### src/rtl/rr_arbiter16.sv
// Sixteen-requester round-robin arbiter with registered index and one-hot grant.
// Optional hold timeout compiled in with `define ARB_TIMEOUT_EN (limit = MAX_HOLD).
module rr_arbiter16 #(
  parameter int MAX_HOLD = 16
) (
  input  logic        clk,
  input  logic        rst,
  input  logic        en,
  input  logic [15:0] req,
  output logic        gnt_valid,
  output logic [3:0]  gnt_idx,
  output logic [15:0] gnt,
  output logic        timeout
);

  if (MAX_HOLD < 2 || MAX_HOLD > 255) begin : g_bad_max_hold
    $error("rr_arbiter16: MAX_HOLD must be within 2..255");
  end

  typedef enum logic {IDLE = 1'b0, GRANT = 1'b1} state_t;

  state_t      state, state_next;
  logic [3:0]  ptr, ptr_next;
  logic [3:0]  idx_next;
  logic [15:0] gnt_next;
  logic        timeout_next;
  logic [3:0]  sel;
  logic [3:0]  cand;
  logic        found;

`ifdef ARB_TIMEOUT_EN
  localparam logic [7:0] HOLD_LAST = 8'(MAX_HOLD - 1);
  logic [7:0] hold_cnt, hold_cnt_next;
`endif

  // Rotating priority scan: first set request at ptr, ptr+1, ... wrapping 15 -> 0.
  always_comb begin
    sel   = ptr;
    cand  = ptr;
    found = 1'b0;
    for (int i = 0; i < 16; i++) begin
      cand = ptr + 4'(i);
      if (!found && req[cand]) begin
        sel   = cand;
        found = 1'b1;
      end
    end
  end

  // NOTE: every signal written here gets a default first, so no path can infer a latch.
  always_comb begin
    state_next   = state;
    ptr_next     = ptr;
    idx_next     = gnt_idx;
    timeout_next = 1'b0;
`ifdef ARB_TIMEOUT_EN
    hold_cnt_next = hold_cnt;
`endif
    unique case (state)
      IDLE: begin
        if (en && found) begin
          idx_next   = sel;
          state_next = GRANT;
`ifdef ARB_TIMEOUT_EN
          hold_cnt_next = 8'd0;
`endif
        end
      end
      GRANT: begin
        if (!req[gnt_idx]) begin
          // A release on the same edge as expiry is a normal release.
          state_next = IDLE;
          ptr_next   = gnt_idx + 4'd1;
        end
`ifdef ARB_TIMEOUT_EN
        else if (hold_cnt == HOLD_LAST) begin
          state_next   = IDLE;
          ptr_next     = gnt_idx + 4'd1;
          timeout_next = 1'b1;
        end else begin
          hold_cnt_next = hold_cnt + 8'd1;
        end
`endif
      end
      default: state_next = IDLE;
    endcase
    gnt_next = (state_next == GRANT) ? (16'd1 << idx_next) : 16'd0;
  end

  // NOTE: sequential state uses non-blocking assignments so all registers update together.
  always_ff @(posedge clk) begin
    if (rst) begin
      state   <= IDLE;
      ptr     <= 4'd0;
      gnt_idx <= 4'd0;
      gnt     <= 16'd0;
      timeout <= 1'b0;
    end else begin
      state   <= state_next;
      ptr     <= ptr_next;
      gnt_idx <= idx_next;
      gnt     <= gnt_next;
      timeout <= timeout_next;
    end
  end

`ifdef ARB_TIMEOUT_EN
  always_ff @(posedge clk) begin
    if (rst) hold_cnt <= 8'd0;
    else     hold_cnt <= hold_cnt_next;
  end
`endif

  assign gnt_valid = (state == GRANT);

endmodule

### config.mk
export PLATFORM = sky130hd
export DESIGN_NAME = rr_arbiter16
export DESIGN_NICKNAME = d
export VERILOG_FILES = /design/src/rtl/rr_arbiter16.sv
export SDC_FILE = /design/constraint.sdc
export NUM_CORES = 1
export LEC_CHECK = 0
export ABC_AREA = 1
export CAP_MARGIN = 0
export CORE_MARGIN = 2
export CORE_UTILIZATION = 50
export DETAILED_ROUTE_END_ITERATION = 10
export GPL_ROUTABILITY_DRIVEN = 0
export HOLD_SLACK_MARGIN = 0.12
export PLACE_DENSITY = 0.72
export SYNTH_ARGS = -nofsm -noshare
export SYNTH_HDL_FRONTEND = slang
export SYNTH_SLANG_ARGS = --single-unit
### constraint.sdc
create_clock -name clk -period 5.9 [get_ports clk]
set_input_delay 0.885 -clock clk [delete_from_list [all_inputs] [get_ports clk]]
set_output_delay 0.885 -clock clk [all_outputs]
set_load 0.02 [all_outputs]
### Word level (Yosys, flattened, before mapping)

Index checks and enable logic that the tools add are counted.

| word-level totals | value |
|---|---|
| flip-flop bits (word level) | 25 |
| output and inout port bits | 22 |
| logic and storage cells | 144 |

| operators by class | value |
|---|---|
| add/sub/neg operators | 16 |
| magnitude comparators | 17 |
| shift operators | 1 |
| mux-type cells | 70 |
| bitwise gates (word level) | 3 |
| reductions and logical operators | 33 |

Operator list:

| kind | count |
|---|---|
| 4-bit by 5-bit < comparator with 1-bit output, second input constant | 17 |
| 1-bit binary-select mux with 4-bit select | 17 |
| 4-bit two-way mux | 17 |
| 1-bit two-way mux | 35 |
| 4-bit adder, second input constant | 8 |
| 4-bit by 3-bit adder with 4-bit output, second input constant | 4 |
| 1-bit logical AND | 16 |
| 1-bit by 4-bit << shifter with 16-bit output, first input constant | 1 |
| 1-bit zero test | 15 |
| 4-bit by 1-bit adder with 4-bit output, second input constant | 2 |
| 4-bit by 2-bit adder with 4-bit output, second input constant | 2 |
| 1-bit NOT | 3 |
| 1-bit one-hot mux with 2 select lines | 1 |
| 2-bit AND reduction | 1 |
| 2-bit OR reduction | 1 |

### Longest topological paths before layout

| logic depth | value |
|---|---|
| word-level depth | 53 |
| mapped depth | 34 |
| gate-level depth less buffers | 31 |

### Least setup slack after synthesis

No wires, ideal clock.

| path | value |
|---|---|
| kind | flip-flop to flip-flop |
| start | reg ptr[1] |
| end | reg gnt[0] |
| arrival | 3422 ps |
| path slack | 2415 ps |
| stages on the path, launching flop included | 26 |
| buffers on the path | 3 |
| period minus slack after synthesis | 3485 ps |
| path through | dfxtp_1 -> buf_2 -> inv_2 -> buf_4 -> ha_1 -> inv_1 -> buf_2 -> nand3_1 -> nand3_1 -> nand3_1 -> nand2_2 -> nand3_2 -> nor3_4 -> nand4_2 -> nor2_4 -> nand4_2 -> nor2_4 -> nand2_2 -> nor2_4 -> nand2_2 -> nand3_4 -> inv_2 -> or2_4 -> nand2_4 -> nand2_4 -> nor2_2 |

| on the way | value |
|---|---|
| longest elaborated chain between the ends | 53 |
| elaborated cells between the ends (all ways) | 116 |

Ends and longest elaborated chain:

| what | RTL line | source |
|---|---|---|
| from (decl) | 23 | `logic [3:0] ptr, ptr_next;` |
| from (signal assigned) | 100 | `ptr <= ptr_next;` |
| branches (longest 53 deep; another with 4-bit by 1-bit adder with 4-bit output) | -- |  |
| to (signal assigned) | 102 | `gnt <= gnt_next;` |
| to (decl) | 12 | `output logic [15:0] gnt,` |

Parallel ways; which one is timed is not known. The select of a mux whose other input is x is not followed.
A chain may end at the register's enable or synchronous reset.

### Final worst setup path

| path | value |
|---|---|
| start | reg ptr[1] |
| end | reg gnt[5] |

Same word-level chain as after synthesis.

==> impl_results.md <==
* Largest family of logic cells by synthesized area: simple AND/OR/NAND/NOR gates
* Via count at 3463
* Post-cts sizing count at 0
* Slowest CP cell: dfxtp_1
* Synth Instances at 522
* Switch share at 0.605
* Non-filler cells, final at 626
* Type of the worst setup path: flop to flop
* Setup_tns at 0 ns
* Logic pwr share at 0.796
* H-tree depth at 1
* Reg clk slew, reported paths at 0.09 ns
* Clk sinks at 25
* Mux cell area share after synthesis at 0
* Initial Utilization at 0.511
* Hold-fix buffers, CTS at 0
* Int Pwr at 0.000658 W
* Hold Crit Depth at 2
* Layout cells sized above 1 at 0.0962
* Number of global-route vias before repair at 3223
* Clock latency on the worst-skew pair at 0.27 ns
* Post-Route WL at 9010 um
* Final #Nets at 579
* Max-cap viol count at 0
* Worst Tran Pin Value at 0.753 ns
* Total leakage power at 1.67 nW
* Synth area leaders: nand2_1, dfxtp_1, nand3_1
* Crit Path Max Fanout at 17
* Drt wl/cell at 14.4 um
* Avg Inst Size Synth at 5.72 sq um
* Startpoint types: flop
* Mapped Area at 2990 sq um
* Die height at 81.3 um
* 1st-pass router iterations at 6
* Post-route ant nets at 0
* Psw at 0.00101 W
* DR iter-0 viols at 367
* Status: completed
* Antenna violations before repair at 0
* Final worst path period share at 0.748
* Post-CTS setup buffers at 0
* Synth area leader: nand2_1
* First-pass GRT wire length at 14800 um
* Endpoints failing setup at 0
* IO Count at 41
* DRC at 0
* FFs w/ async S/R, synth at 0
* Largest net degree at the start of global routing at 27
* FF+latch count, synth at 25
* Area growth syn-to-layout at 14.4%
* ANT cells at 0
* RSZ-0062 raised after global routing: no
* Required time of the critical path at 6.11 ns
* CTS Buffer Depth at 2
* Simple-Gate Fraction of Synth Area at 0.537
* HP Class: flop to flop
* Crit path time final at 4.41 ns
* Worst reg2reg path depth at 23
* Peak supply drop at 0.318 mV
* Synth top area share at 0.221
* Dpl hpwl at 7080 um
* GRT Util Overall at 0.284
* Grt total ovfl at 0
* Root buffer cell: clkbuf_8
* Synth Area in Compound Gates at 0.101
* Post-synthesis adder-cell area fraction at 0.0335
* Clock skew at 0.00327 ns
* Max incr delay on CP at 0.63 ns
* Yosys Warn Count at 0
* Peak Freq at 227 MHz
* Inst Count DP at 622
* CTS tree: built
* Post-synthesis xor/xnor area fraction at 0.0440
* PortBufs at 39
* Post-synth top flop: dfxtp_1
* Power per cell area at 487 nW/um^2
* Sequential share of power at 0.144
* Site Rows at 28
* Crit. End Element: flop
* Max-slew violation count at 0
* CORE AREA at 5850 sq um
* Post-layout util at 0.584
* Via density at 5.53
* Die ar. at 6610 sq um
* Syn Nets at 549
* Max_slew headroom at 0.496
* Final Hold Viols at 0
* Chip Width at 81.3 um
* Clock power share at 0.061
* Library cells used by synthesis at 46
* Sequential-to-total area share from yosys stat at 0.168
* Inserted Clock Buffers at 3
* Data arrival, critical path at 4.62 ns
* Critical path cell sequence: inv_2, ha_1, inv_1, nand3_1, nand3_1, nand3_1, nand2_2, nand3_2, nor3_4, nand4_2, nor2_4, nand4_2, nor2_4, nand2_2, nor2_4, nand2_1, nand3_1, nand2_1, nand2_1, nand2_2, nor2_1, nand2_1, nor2_2
* EDFF count, synth at 0
area by class of cell:
| cell class | instances | area [sq um] |
|---|---|---|
| fillers | 614 | 2430 |
| well taps | 75 | 93.8 |
| clock buffers | 3 | 41.3 |
| inverters | 63 | 239 |
| clock inverters | 1 | 7.51 |
| repair buffers | 40 | 398 |
| flip-flops and latches | 25 | 500 |
| multi-input cells | 419 | 2140 |
cells by family after synthesis:
kind of cell               Yosys count
xor gates and xnor gates            12
other                                1
buffers and inverters               78
DFF                                 25
and+or+nand+nor                    348
AOI/OAI and AO/OA                   50
adders and majority gates            8
critical path: cells and delay by family, from the launching register on:
kind / cells / cell delay, ns
and+or+nand+nor: 20 / 2.54
adders and majority gates: 1 / 0.54
DFF: 1 / 0.63
buffers and inverters: 2 / 0.64
power groups by stage:
stage	clock (W)	sequential (W)	combinational, W
detailed placement	0	0.000242	0.00130
global placement	0	0.000242	0.00128
CTS	0.000102	0.000238	0.00130
global route	0.000107	0.000244	0.00149
floorplan	0	0.000237	0.00101
finish	0.000101	0.000239	0.00132
through the flow:
stage | setup slack [ns] | hold WS (ns) | power, W | cell area [sq um]
6_report | 1.49 | 0.664 | 0.00167 | 3420
5_1_grt | 0.992 | 0.720 | 0.00184 | 3420
4_1_cts | 1.57 | 0.665 | 0.00164 | 3420
3_5_place_dp | 1.60 | 0.653 | 0.00154 | 3370
3_3_place_gp | 1.71 | 0.627 | 0.00152 | 3370
2_1_floorplan | 2.41 | 0.628 | 0.00125 | 2990
cells in the final DEF (no fill, tap or decap), types with 3 or more instances in the layout:
master / instances
nor2_2: 9
dfxtp_1: 25
inv_1: 52
a21oi_1: 13
o21ai_0: 16
ha_1: 8
nand3_1: 90
nand2_4: 3
nor2_4: 3
nor2_1: 44
nand2_2: 9
inv_2: 9
nand3_2: 4
a31oi_1: 3
xor2_1: 8
clkbuf_8: 3
a211oi_1: 4
clkdlybuf4s50_1: 39
o21ai_1: 3
nand2_1: 176
cell usage after synthesis (all sizes together), types with 2 or more instances:
cell type / count
xnor2: 3
inv: 62
ha: 8
nand3: 95
a211oi: 4
nor3: 3
a31oi: 3
o21ai: 19
nor2: 56
xor2: 9
o211ai: 2
a21oi: 13
dfxtp: 25
nand2: 188
nand4: 4
buf: 13
a21boi: 2
clkbuf: 2
registers in the layout, indices dropped and copies added, names as in the netlist:
signal,cells
gnt,16
ptr,4
gnt_idx,4
gnt_valid,1
final timing paths:
path | from | end | slack [ns]
hold reg to reg | gnt_valid | gnt_valid | 0.66
setup reg to reg | ptr[1] | gnt[5] | 1.49
setup / recovery | ptr[1] | gnt[5] | 1.49
hold / removal | gnt_valid | gnt_valid | 0.66
per-layer routing:
metal,routed length (um),global-route usage,vias to the layer above,share of wire
li1,-,-,1741,-
met1,4050,0.381,1546,0.45
met2,4010,0.461,143,0.45
met3,533,0.0256,33,0.059
met4,418,0.125,0,0.046
met5,0,0,-,0
Power figures use the tool's default switching activity.
